==> src/rtl/mux2_rr_if.sv <==
// Stream bundle for mux2_rr: two producer channels in, one tagged channel out.
// The slave side is the multiplexer; the master side is its producers/consumer.
interface mux2_rr_if #(
    parameter int W = 8
);
    logic [W-1:0] d0;
    logic         v0;
    logic         r0;
    logic [W-1:0] d1;
    logic         v1;
    logic         r1;
    logic [W-1:0] z0;
    logic         zv;
    logic         zr;
    logic         s0;

    modport master (
        output d0, v0, d1, v1, zr,
        input  r0, r1, z0, zv, s0
    );

    modport slave (
        input  d0, v0, d1, v1, zr,
        output r0, r1, z0, zv, s0
    );
endinterface

==> src/rtl/mux2_rr.sv <==
// 2:1 round-robin stream merge into one registered output word with source tag.
// Optional per-channel grant counters c0/c1 via MUX2_RR_GRANT_CNT_EN.
module mux2_rr #(
    parameter int W = 8
) (
    input  logic       clk,
    input  logic       rst,
    mux2_rr_if.slave   bus
`ifdef MUX2_RR_GRANT_CNT_EN
    ,
    output logic [7:0] c0,
    output logic [7:0] c1
`endif
);
    typedef enum logic {EMPTY = 1'b0, FULL = 1'b1} state_t;

    state_t       state_q, state_d;
    logic [W-1:0] z_q, z_d;
    logic         s_q, s_d;
    logic         last_q, last_d;
    logic         ld;
    logic         g0;
    logic         g1;

    assign ld = (state_q == EMPTY) | bus.zr;
    // On a tie the channel not granted last time wins.
    assign g0 = bus.v0 & (~bus.v1 | last_q);
    assign g1 = bus.v1 & (~bus.v0 | ~last_q);

    assign bus.r0 = ld & g0;
    assign bus.r1 = ld & g1;
    assign bus.z0 = z_q;
    assign bus.zv = (state_q == FULL);
    assign bus.s0 = s_q;

    always_comb begin
        state_d = state_q;
        z_d     = z_q;
        s_d     = s_q;
        last_d  = last_q;
        if (bus.r0 | bus.r1) begin
            state_d = FULL;
            z_d     = bus.r1 ? bus.d1 : bus.d0;
            s_d     = bus.r1;
            last_d  = bus.r1;
        end else if (bus.zr) begin
            state_d = EMPTY;
        end
    end

    always_ff @(posedge clk) begin
        if (rst) begin
            state_q <= EMPTY;
            z_q     <= '0;
            s_q     <= 1'b0;
            last_q  <= 1'b1;
        end else begin
            state_q <= state_d;
            z_q     <= z_d;
            s_q     <= s_d;
            last_q  <= last_d;
        end
    end

`ifdef MUX2_RR_GRANT_CNT_EN
    logic [7:0] c0_q, c0_d;
    logic [7:0] c1_q, c1_d;

    always_comb begin
        c0_d = c0_q + {7'd0, bus.r0};
        c1_d = c1_q + {7'd0, bus.r1};
    end

    always_ff @(posedge clk) begin
        if (rst) begin
            c0_q <= 8'd0;
            c1_q <= 8'd0;
        end else begin
            c0_q <= c0_d;
            c1_q <= c1_d;
        end
    end

    assign c0 = c0_q;
    assign c1 = c1_q;
`endif
endmodule

==> src/flat_wrapper.sv <==
// flat-port wrapper written by rule: the top's interface ports become plain ports
module mux2_rr_flat 
#(
    parameter int W = 8
)
  (clk, rst, bus_d0, bus_v0, bus_d1, bus_v1, bus_zr, bus_r0, bus_r1, bus_z0, bus_zv, bus_s0);
  mux2_rr_if #(.W(W)) bus_i ();
  input  logic clk;
  input  logic rst;
  input wire logic [$bits(bus_i.d0)-1:0] bus_d0;
  input wire logic [$bits(bus_i.v0)-1:0] bus_v0;
  input wire logic [$bits(bus_i.d1)-1:0] bus_d1;
  input wire logic [$bits(bus_i.v1)-1:0] bus_v1;
  input wire logic [$bits(bus_i.zr)-1:0] bus_zr;
  output wire logic [$bits(bus_i.r0)-1:0] bus_r0;
  output wire logic [$bits(bus_i.r1)-1:0] bus_r1;
  output wire logic [$bits(bus_i.z0)-1:0] bus_z0;
  output wire logic [$bits(bus_i.zv)-1:0] bus_zv;
  output wire logic [$bits(bus_i.s0)-1:0] bus_s0;
  assign bus_i.d0 = bus_d0;
  assign bus_i.v0 = bus_v0;
  assign bus_i.d1 = bus_d1;
  assign bus_i.v1 = bus_v1;
  assign bus_i.zr = bus_zr;
  assign bus_r0 = bus_i.r0;
  assign bus_r1 = bus_i.r1;
  assign bus_z0 = bus_i.z0;
  assign bus_zv = bus_i.zv;
  assign bus_s0 = bus_i.s0;
  mux2_rr #(.W(W)) u_core (.clk(clk), .rst(rst), .bus(bus_i));
endmodule
==> config.mk <==
export PLATFORM = sky130hd
export DESIGN_NAME = mux2_rr_flat
export DESIGN_NICKNAME = d
export VERILOG_FILES = /design/src/rtl/mux2_rr_if.sv /design/src/rtl/mux2_rr.sv /design/src/flat_wrapper.sv
export SDC_FILE = /design/constraint.sdc
export NUM_CORES = 1
export LEC_CHECK = 0
export ABC_AREA = 1
export CORE_MARGIN = 1.5
export CORE_UTILIZATION = 24
export CTS_CLUSTER_DIAMETER = 200
export DETAILED_ROUTE_END_ITERATION = 8
export GPL_TIMING_DRIVEN = 0
export PLACE_DENSITY_LB_ADDON = 0.2
export SLEW_MARGIN = 20
export SYNTH_ARGS = -nofsm -noshare
export SYNTH_HDL_FRONTEND = slang
export SYNTH_SLANG_ARGS = --single-unit
==> constraint.sdc <==
create_clock -name clk -period 1.2 [get_ports clk]
set_clock_uncertainty 0.05 [all_clocks]
set_input_delay 0.24 -clock clk [delete_from_list [all_inputs] [get_ports clk]]
set_output_delay 0.24 -clock clk [all_outputs]
set_load 0.1 [all_outputs]
# Word-level counts from Yosys, hierarchy flattened
# Index checks and enable logic that the tools add are counted.
# totals
input_bits	21
regBits	11
wordCells	20
# op_classes
n_reduce_logical	1
mux	3
bitwise_logic	12
# ops
cell	n
$mux 8	1
$and 1x1->1	4
$not 1->1	4
$or 1x1->1	4
$mux 1	2
$reduce_bool 2->1	1

# Logic depth before layout (Yosys ltp)
# Gate-level depths: netlist (run 1).
# logic_depth
ltp_word	6
ltp_mapped	8

# Worst setup path after synthesis (run 1)
# OpenSTA, ideal clock, no wires.
# synth_timing
path_type	register to output
from	register u_core.state_q (netlist: u_core.bus.zv)
to	output bus_r0
arrival_time_ns	2.603
t_required_ns	0.910
path_stages_with_launch	5
path_slack_ns	-1.693
cell_sequence	dfxtp_1 nand2_1 buf_6 nand2_1 a21oi_1
# synth_via
elab_chain_cells	3
# synth_rtl
item	line_no	source
start: declaration	mux2_rr.sv:17	state_t state_q, state_d;
start signal: assignment	mux2_rr.sv:58	state_q <= state_d;
$not 1->1	mux2_rr.sv:25	assign ld = (state_q == EMPTY) | bus.zr;
$or 1x1->1	mux2_rr.sv:25	
$and 1x1->1	mux2_rr.sv:30	assign bus.r0 = ld & g0;
end: declaration	flat_wrapper.sv:15	output wire logic [$bits(bus_i.r0)-1:0] bus_r0;
# No other way between the ends.

# Final worst setup path (run 1)
# Same ends and word-level chain as after synthesis.

==> results of run 1 <==
## metrics by stage
step / cell area [um^2] / utilization, %
final: 1100 / 44.6
after global routing: 1100 / 44.6
after CTS: 1090 / 44.1
after detailed placement: 1020 / 41.2
after global placement: 1020 / 41.2
after floorplan: 672 / -
## final timing paths
check                              from                            end  slack, ps  depth (start not counted)
max          u_core.bus.zv$_SDFFE_PP0P_                         bus_r0       -250                          5
min reg2reg  u_core.bus.s0$_SDFFE_PP0P_     u_core.bus.s0$_SDFFE_PP0P_        410                          2
min                                 rst     u_core.bus.s0$_SDFFE_PP0P_        150                          2
max reg2reg  u_core.bus.zv$_SDFFE_PP0P_  u_core.bus.z0[0]$_SDFFE_PP0P_         40                          8
## sequential cells by signal, indices dropped and copies added, names as in the netlist
signal	count
u_core.bus.s0	1
u_core.bus.z0	8
u_core.bus.zv	1
u_core.last_q	1
## cell usage in the layout (no fill, tap or decap), drive strengths merged
cell / netlist / layout
dfxtp: 11 / 11
clkinvlp: 0 / 1
o21ai: 1 / 1
nand4: 8 / 8
nand3: 10 / 10
clkdlybuf4s50: 0 / 16
dlygate4sd2: 0 / 2
nand2: 23 / 23
clkbuf: 1 / 5
a21oi: 10 / 10
inv: 22 / 21
clkdlybuf4s15: 0 / 1
buf: 4 / 22
## power by group through the flow
stage	Sequential, mW	Combinational, mW	Clock [mW]
global placement	0.434	0.597	0
detailed placement	0.434	0.599	0
CTS	0.427	0.629	0.269
global route	0.433	0.670	0.281
finish	0.428	0.630	0.256
floorplan	0.668	0.199	0
## area by class of cell
class / count / area [um^2]
timing repair buffer: 37 / 360
sequential: 11 / 236
inverter: 22 / 86.3
fill: 277 / 1370
multi-input combinational: 52 / 292
tap: 30 / 37.5
buffer: 5 / 66.3
clock buffer: 4 / 26.3
## layer usage
metal	GRT usage [%]	vias to the layer above
met5	0	-
met4	5.00	0
met3	3.06	0
met2	22.0	16
met1	16.2	318
li1	-	364
## cells by family after synthesis
| family | after synthesis |
|---|---|
| and+or+nand+nor | 41 |
| buffers and inverters | 27 |
| DFF | 11 |
| AOI/OAI and AO/OA | 11 |
## worst register-to-register path: stages (launching register included)
cell and delay [ps]:
dfxtp_4 350, nand2_4 70, nand3_2 90, buf_8 140, buf_6 130, nand2_1 60
nand3_1 60, nand2_1 60, inv_1 40
## what timing repair did
item	CTS	global route
resized for setup	87	3
setup endpoints to repair	22	12
setup buffers	6	0
pin swaps	1	1
==> results by group, run 1 <==
Setup path
  – CP peak stage delay: 350 ps
  – WP data arrival: 1160 ps
  – Data required, critical path: 910 ps
  – WP buf/inv: 2
  – Crit end category: output port
  – Crit Path Max Fanout: 3
  – Critical path cell sequence: nand2_4 -> buf_8 -> nand2_4 -> a21oi_4 -> buf_12
  – Slowest CP cell: dfxtp_4
  – Crit start category: flip-flop
  – Most Frequent Cell on Critical Path: nand2_4
  – WS Path Type: reg2out
  – Crit path max-delay family: flip-flops

Placement
  – Placed cell count: between 150 and 200
  – I/O Buffers: 31
  – RD Place Congestion: 0.689
  – Post-DP HPWL: between 1 and 1.5 mm
  – Pre-CTS setup slack: -1510 ps

Power
  – Leakage: 0.561 nW
  – Sw power: 0.566 mW
  – Comb power frac: 47.9%
  – Register share of total power: 32.6%
  – Clock power share: 19.5%
  – Int Pwr: 0.747 mW
  – Sw frac: 43.1%
  – Pwr Total: 1.31 mW
  – Maximum VDD drop: 0.000544 V
  – Pwr per Cell Area: ~1200 nW/um^2

Die
  – Io pins: 33
  – Die Ht: 54.1 um
  – Starting density of the core: 25.3%
  – FP Rows: 18
  – Die width: 54.1 um
  – Core Box Area: 2480 um^2
  – Area of the die: 2930 um^2

Logic synthesis
  – Top post-synthesis cells by area: dfxtp_1 35%, inv_1 13%, nand2_1 11%
  – Complex-gate fraction of the synthesized area: 9.38%
  – Mapped Cells: 90
  – Largest family of logic cells by synthesized area: simple AND/OR/NAND/NOR gates
  – Yosys cell types: 12
  – Mapped Area: 627 um^2
  – Post-synthesis mux area share: 0%
  – Post-synth top area share: 35.1%
  – Synth Area in Simple Gates: between 30% and 40%
  – Synth Flop Type: dfxtp_1
  – Yosys reg bits: 11
  – Count leader, synth: inv_1
  – Post-synth top area cell: dfxtp_1
  – FFs w/ async S/R, synth: 0%
  – Seq/Total Area, Yosys: 35.1%
  – Syn_nets: about 110
  – Number of synthesized flops with an enable pin: 0
  – XOR/XNOR share of the synthesized area: 0%
  – Syn avg cell area: about 7.0 um^2
  – Top post-synthesis cells by count: 22 x inv_1, 19 x nand2_1, 11 x dfxtp_1, 10 x a21oi_1, 9 x nand3_1
  – Synth Warn #: 0
  – Post-synthesis adder-cell area fraction: 0%

CTS
  – Longest Clk Path Bufs: 2
  – Num CTS Buffers: 3
  – Max H-tree Level: 1
  – Clock-pin transition on the worst setup and hold timing paths: 70 ps
  – Clock root buffer master: clkbuf_4
  – CTS tree: yes
  – CTS Hold Bufs: 0
  – Clock sinks: 11
  – Clock Latency Late Sink: 260 ps

Timing
  – RSZ-0062 raised after global routing: yes
  – Setup TNS: -631 ps
  – Minimum hold slack: 145 ps
  – Final hold violation count: 0
  – Worst slew margin relative to its limit: 67.7%
  – Setup Viol. Count Final: 3
  – Final min period: 1450 ps
  – Max-slew violation count: 0
  – Final Cycle Share: 121%
  – Setup WS post-layout: -251 ps
  – Achievable frequency: ~0.69 GHz
  – Slew @ Worst Pin: 488 ps

Routing
  – Final WL: 1.70 mm
  – DRT antenna net count: 0
  – DRC viols: 0
  – M1 WL: roughly 760 um
  – First DRT Iteration DRCs: 7
  – Pre-antenna DRT Iters: 3
  – Vias per Instance: 4.34
  – Met3 WL: just over 100 um
  – Uppermost layer routed: met3
  – Routed wl met2: between 800 and 900 um
  – Vias: approximately 700
  – Avg WL per Cell: 10.5 um

Final layout
  – Non-Filler Instances: 161
  – Antenna cells: 0
  – Nets: 153
  – P&R area growth vs syn: 76.2%
  – Layout cell share with drive strength beyond 1: between 30% and 40%

GRT
  – Gr usage total: about an eighth
  – Global route overflow: 0
  – First-pass GRT wire length: 2.71 mm
  – Largest net degree at the start of global routing: 11
  – Vias in the first global route: around 640
  – Initial antenna violation count: 0

Run status
  – Status: finished with violations
  – Failing checks: setup timing

Run
  – Max-cap violations: 0

Min path
  – Hold WC Path Type: in2reg
Note: power is estimated with default switching activity, not from simulation.
==> run 2: changes to the inputs <==
Settings changed: ABC_CLOCK_PERIOD_IN_PS set to 1200.
==> results of run 2 <==
No change in the layout: final DEF, timing and power equal those of run 1.
==> RTL edit 1 (settings of run 1) <==
`z_q` no longer has a reset.
--- a/src/rtl/mux2_rr.sv
+++ b/src/rtl/mux2_rr.sv
@@ -53,3 +53,2 @@
             state_q <= EMPTY;
-            z_q     <= '0;
             s_q     <= 1'b0;
@@ -58,3 +57,2 @@
             state_q <= state_d;
-            z_q     <= z_d;
             s_q     <= s_d;
@@ -62,2 +60,6 @@
         end
+    end
+
+    always_ff @(posedge clk) begin
+        z_q <= z_d;
     end
Function: changed (Yosys sat finds a counterexample within 4 cycles, from zero or initial values and one cycle with rst high).
==> RTL edit 1 against run 1 <==
  * The run still ends with setup timing left
  * Synthesized area fell by 22%
  * Sequential cell count did not move
  * Combinational power fell by 10%
  * Sequential power rose by 11%
  * Design area fell by 14%
  * Routed wire length fell by 30%
  * Worst setup slack improved by 0.072 ns
  * Sequential share of layout area rose by 11 points
  * Core utilization rose by 4.2 points
  * Total power fell by 2.4%
  * Non-clock buffer count fell by 6
==> RTL edit 1: results (changes against run 1) <==
Status
  • Outcome: finished, violations left
  • Failing checks: setup timing

Global routing
  • Overall Global Routing Usage: 11.4% (-1.7 points)
  • Initial antenna violation count: 0 (unchanged)
  • Number of global-route vias before repair: 412 (-36%)
  • Largest net degree at the start of global routing: 11 (unchanged)
  • First-pass GRT wire length: 1700 µm (-37%)

Clock tree
  • Clk_lat worst skew: 0.26 ns (about the same)
  • CTS Buf Count: 3 (unchanged)

Route
  • Number of iterations in the first detailed-routing pass: 4 (+1)
  • Max Used Layer: met4
  • DRT iter0 DRCs: 2 (-5)
  • WL final: 1190 µm (-30%)
  • Via count: 485 (-31%)
  • Met2 wire len: 580 µm (-31%)
  • WL met3: 122 µm (+21%)
  • M1 WL: 480 µm (-37%)

Timing
  • Slew @ Worst Pin: 0.489 ns (+0.00154 ns)
  • Final setup viols: 3 (unchanged)
  • Final Worst Setup Slack: -0.179 ns (+0.0718 ns)
  • TNS Setup: -0.438 ns (+0.193 ns)

Power
  • Max VDD drop: 0.649 mV (+19%)
  • Clock share of power: 19.1% (-0.4 points)
  • Pleak: 0.441 nW (-21%)
  • Seq. pwr: 0.000473 W (+11%)
  • Sequential power share: 36.9% (+4.3 points)
  • Sw Pwr: 0.000526 W (-7.1%)

Synth
  • Register area share after synthesis: 61.1% (+26 points)
  • Synth warn: 0 (unchanged)
  • Post-synth ARST share: 0% (unchanged)
  • Post-synth EDFFs: 8 (+8)
  • Post-synth net total: 75 (-32%)
  • Most area-consuming cells after synthesis: edfxtp_1 49%, nand2_1 23%, dfxtp_1 12%, inv_1 3.1%, buf_6 2.3%
  • Post-synth top cells: 30 x nand2_1, 8 x edfxtp_1, 4 x inv_1, 3 x dfxtp_1, 2 x inv_2
  • Post-synth top flop: edfxtp_1
  • Post-synth cell types: 12 (unchanged)

Place
  • Port Buf Inserts: 32 (+3.2%)
  • Post-Place Setup Slack: -1.34 ns (+0.167 ns)
  • Area after DPL: 877 µm² (-14%)
  • Placer Congestion: 0.605 (-12%)
  • HPWL Detailed: 830 µm (-33%)

Critical path
  • Data arrival time of the worst path: 1.09 ns (-0.07 ns)
  • CP max FO: 3 (unchanged)
  • Worst reg2reg endpoint: u_core.bus.z0[1]
  • Reg2Reg Setup Slack: 0.02 ns (-0.02 ns)
  • R2R cell count: 4 (-4)

Worst hold path
  • Hold depth: 2 (unchanged)
  • Hold WC Path Type: register to register
  • Hold Crit Start: u_core.bus.s0

Layout
  • Flip-flop count of the largest register after layout: 8 (unchanged)
  • Fillers: 197 (-29%)
  • Layout cells sized above 1: 33.3% (-4.1 points)
  • Final net count: 115 (-25%)

Die
  • Core Region: 0.00194 mm² (-22%)
-- RTL edit 1: worst max-delay path by stage --
stage / from / end / cells after the start
after CTS: u_core.bus.zv / bus_r0 / 4
after global placement: bus_v1 / bus_r1 / 4
final: u_core.bus.zv / bus_r0 / 4
after detailed placement: bus_v1 / bus_r1 / 4
after global routing: u_core.bus.zv / bus_r0 / 4
after floorplan: u_core.bus.zv / bus_r0 / 3
-- RTL edit 1: critical path: stages (launching register included) --
cell,delay [ns]
dfxtp_4,0.35
nand2_4,0.08
nand2_4,0.06
a21oi_4,0.14
buf_12,0.19
-- RTL edit 1: area by class of cell --
class | count | share of cell area, %
Timing Repair Buffer | 35 | 37.3
Multi-Input combinational cell | 36 | 19.7
Clock buffer | 4 | 2.77
Sequential cell | 11 | 32.3
Buffer | 1 | 1.19
Inverter | 6 | 3.17
Tap cell | 27 | 3.56
-- RTL edit 1: per-stage QoR --
stage / utilization [%] / hold slack [ns] / std cells
after global routing: 48.8 / 0.459 / 120
after global placement: 45.2 / 0.408 / 113
final: 48.8 / 0.429 / 120
after floorplan: - / 0.245 / 54
after CTS: 47.2 / 0.425 / 119
after detailed placement: 45.2 / 0.411 / 113
-- RTL edit 1: routing by layer --
metal / vias to the layer above / global-route usage, %
met1: 214 / 12.2
li1: 247 / -
met3: 2 / 3.70
met2: 22 / 18.7
met5: - / 0
met4: 0 / 8.11
-- RTL edit 1: what timing repair did --
| action | 4_1_cts | 5_1_grt |
|---|---|---|
| resized for setup | 82 | 7 |
| hold buffers | 0 | 0 |
| buffers inserted | 2 | 2 |
| pin swaps | 1 | 1 |
| setup endpoints to repair | 28 | 25 |
-- RTL edit 1: kinds of logic after synthesis --
logic type             synth area share (%)
AND/OR/NAND/NOR                        28.2
buffers and inverters                  6.87
AO/OA/AOI/OAI                          3.82
flip-flops                             61.1
==> RTL edit 2 (config.mk and constraints of run 1) <==
Made on the original files. `W` is set to 8 in 3 places; all go to 6.
--- a/src/rtl/mux2_rr_if.sv
+++ b/src/rtl/mux2_rr_if.sv
@@ -3,3 +3,3 @@
 interface mux2_rr_if #(
-    parameter int W = 8
+    parameter int W = 6
 );
--- a/src/rtl/mux2_rr.sv
+++ b/src/rtl/mux2_rr.sv
@@ -3,3 +3,3 @@
 module mux2_rr #(
-    parameter int W = 8
+    parameter int W = 6
 ) (
--- a/src/flat_wrapper.sv
+++ b/src/flat_wrapper.sv
@@ -3,3 +3,3 @@
 #(
-    parameter int W = 8
+    parameter int W = 6
 )
Interface: changed (resized bus_d0, bus_d1 and bus_z0); port bits go from 33 to 27. The function was not compared with the original's and may differ.
==> RTL edit 2 against run 1 <==
  * The run still ends with setup timing left
  * Combinational power fell by 16%
  * Clock power is 3% lower
  * Sequential cell count decreased by 2
  * Synthesized area down 19%
  * Count of clock-buffer cells in the layout decreased by 1
  * Total power is 14% lower
  * Design area is 15% lower
  * Routed wire length shrank 16%
  * Via count shrank 16%
  * Worst setup slack improved by 0.078 ns
  * Die area is 18% lower
  * Critical path type unchanged
  * Critical endpoint is now bus_r1
  * Largest cell class unchanged
  * Largest power group unchanged
==> RTL edit 2: results (changes against run 1) <==
Global routing
  • Global Route met1 Usage: 16.1% (-0.13 points)
  • Number of global-route vias before repair: 484 (-25%)
  • Overall Global Routing Usage: 12.2% (-0.94 points)

Timing
  • TNS Setup: -0.490 ns (+0.141 ns)
  • Final Worst Setup Slack: -0.172 ns (+0.0782 ns)
  • WHS: 0.291 ns (+0.146 ns)
  • Slew @ Worst Pin: 0.482 ns (-0.00581 ns)
  • Final setup viols: 3 (unchanged)

Layout
  • Layout cells sized above 1: 41.1% (+3.7 points)
  • Fillers: 195 (-30%)

Critical path
  • Data arrival time of the worst path: 1.08 ns (-0.08 ns)
  • Worst reg2reg endpoint: u_core.bus.z0[1]

Status
  • Failing checks: setup timing
  • Outcome: finished, violations left

Synth
  • Post-synth net total: 88 (-21%)
  • Post-synth cell types: 14 (+2)
  • Register area share after synthesis: 35.5% (+0.34 points)
  • Post-synthesis compound-gate area fraction: 11.1% (+1.7 points)

Place
  • Post-Place Setup Slack: -1.44 ns (+0.0637 ns)
  • Area after DPL: 812 µm² (-20%)
  • Port Buf Inserts: 24 (-23%)
  • HPWL Detailed: 912 µm (-26%)
  • Inst Count DP: 122 (-19%)

Route
  • Via count: 583 (-16%)
  • DRT iter0 DRCs: 10 (+3)
  • Max Used Layer: met4

Power
  • Comb pwr: 0.000530 W (-16%)
==> RTL edit 2: changes by cell type in the layout (fill, tap and decap cells not counted), moves of 3 or more <==
cell                    run 1  this run
clkdlybuf4s50_1            16        12
inv_1                      19        15
buf_4                      11         8
dfxtp_2                    10         7
==> RTL edit 2: critical path, cell delays in order, from the launching register on <==
cell	delay [ns]
dfxtp_4	0.39
nand2_8	0.06
nand3_4	0.10
clkinvlp_4	0.10
buf_12	0.17
==> RTL edit 2: repair_timing <==
| action | in CTS | in global routing |
|---|---|---|
| pin swaps | 2 | 2 |
| buffers inserted | 3 | 5 |
| gates cloned | 0 | 0 |
| hold buffers | 0 | 0 |
| setup endpoints to repair | 16 | 9 |
| gates resized for setup | 71 | 11 |
==> RTL edit 2: worst max path at each step <==
stage / cells past startpoint / endpoint / slack, ns
floorplan: 3 / bus_r1 / -0.30
global placement: 5 / bus_r1 / -1.44
detailed placement: 5 / bus_r1 / -1.44
CTS: 4 / bus_r0 / -0.20
global route: 4 / bus_r1 / -0.22
finish: 4 / bus_r1 / -0.17
==> RTL edit 2: logic make-up (layout without fill, tap and decap cells) <==
family	Yosys count	in the layout
flip-flops	9	9
AND/OR/NAND/NOR	33	33
AO/OA/AOI/OAI	9	9
buffers and inverters	20	56
==> RTL edit 2: area by class of cell <==
class | instances | area, µm² | area share [%]
clock inverter | 1 | 5.00 | 0.531
inverter | 18 | 73.8 | 7.84
buffer | 2 | 21.3 | 2.26
tap | 27 | 33.8 | 3.59
timing repair buffer | 32 | 318 | 33.7
sequential | 9 | 196 | 20.8
multi-input combinational | 42 | 272 | 28.8
clock buffer | 3 | 22.5 | 2.39
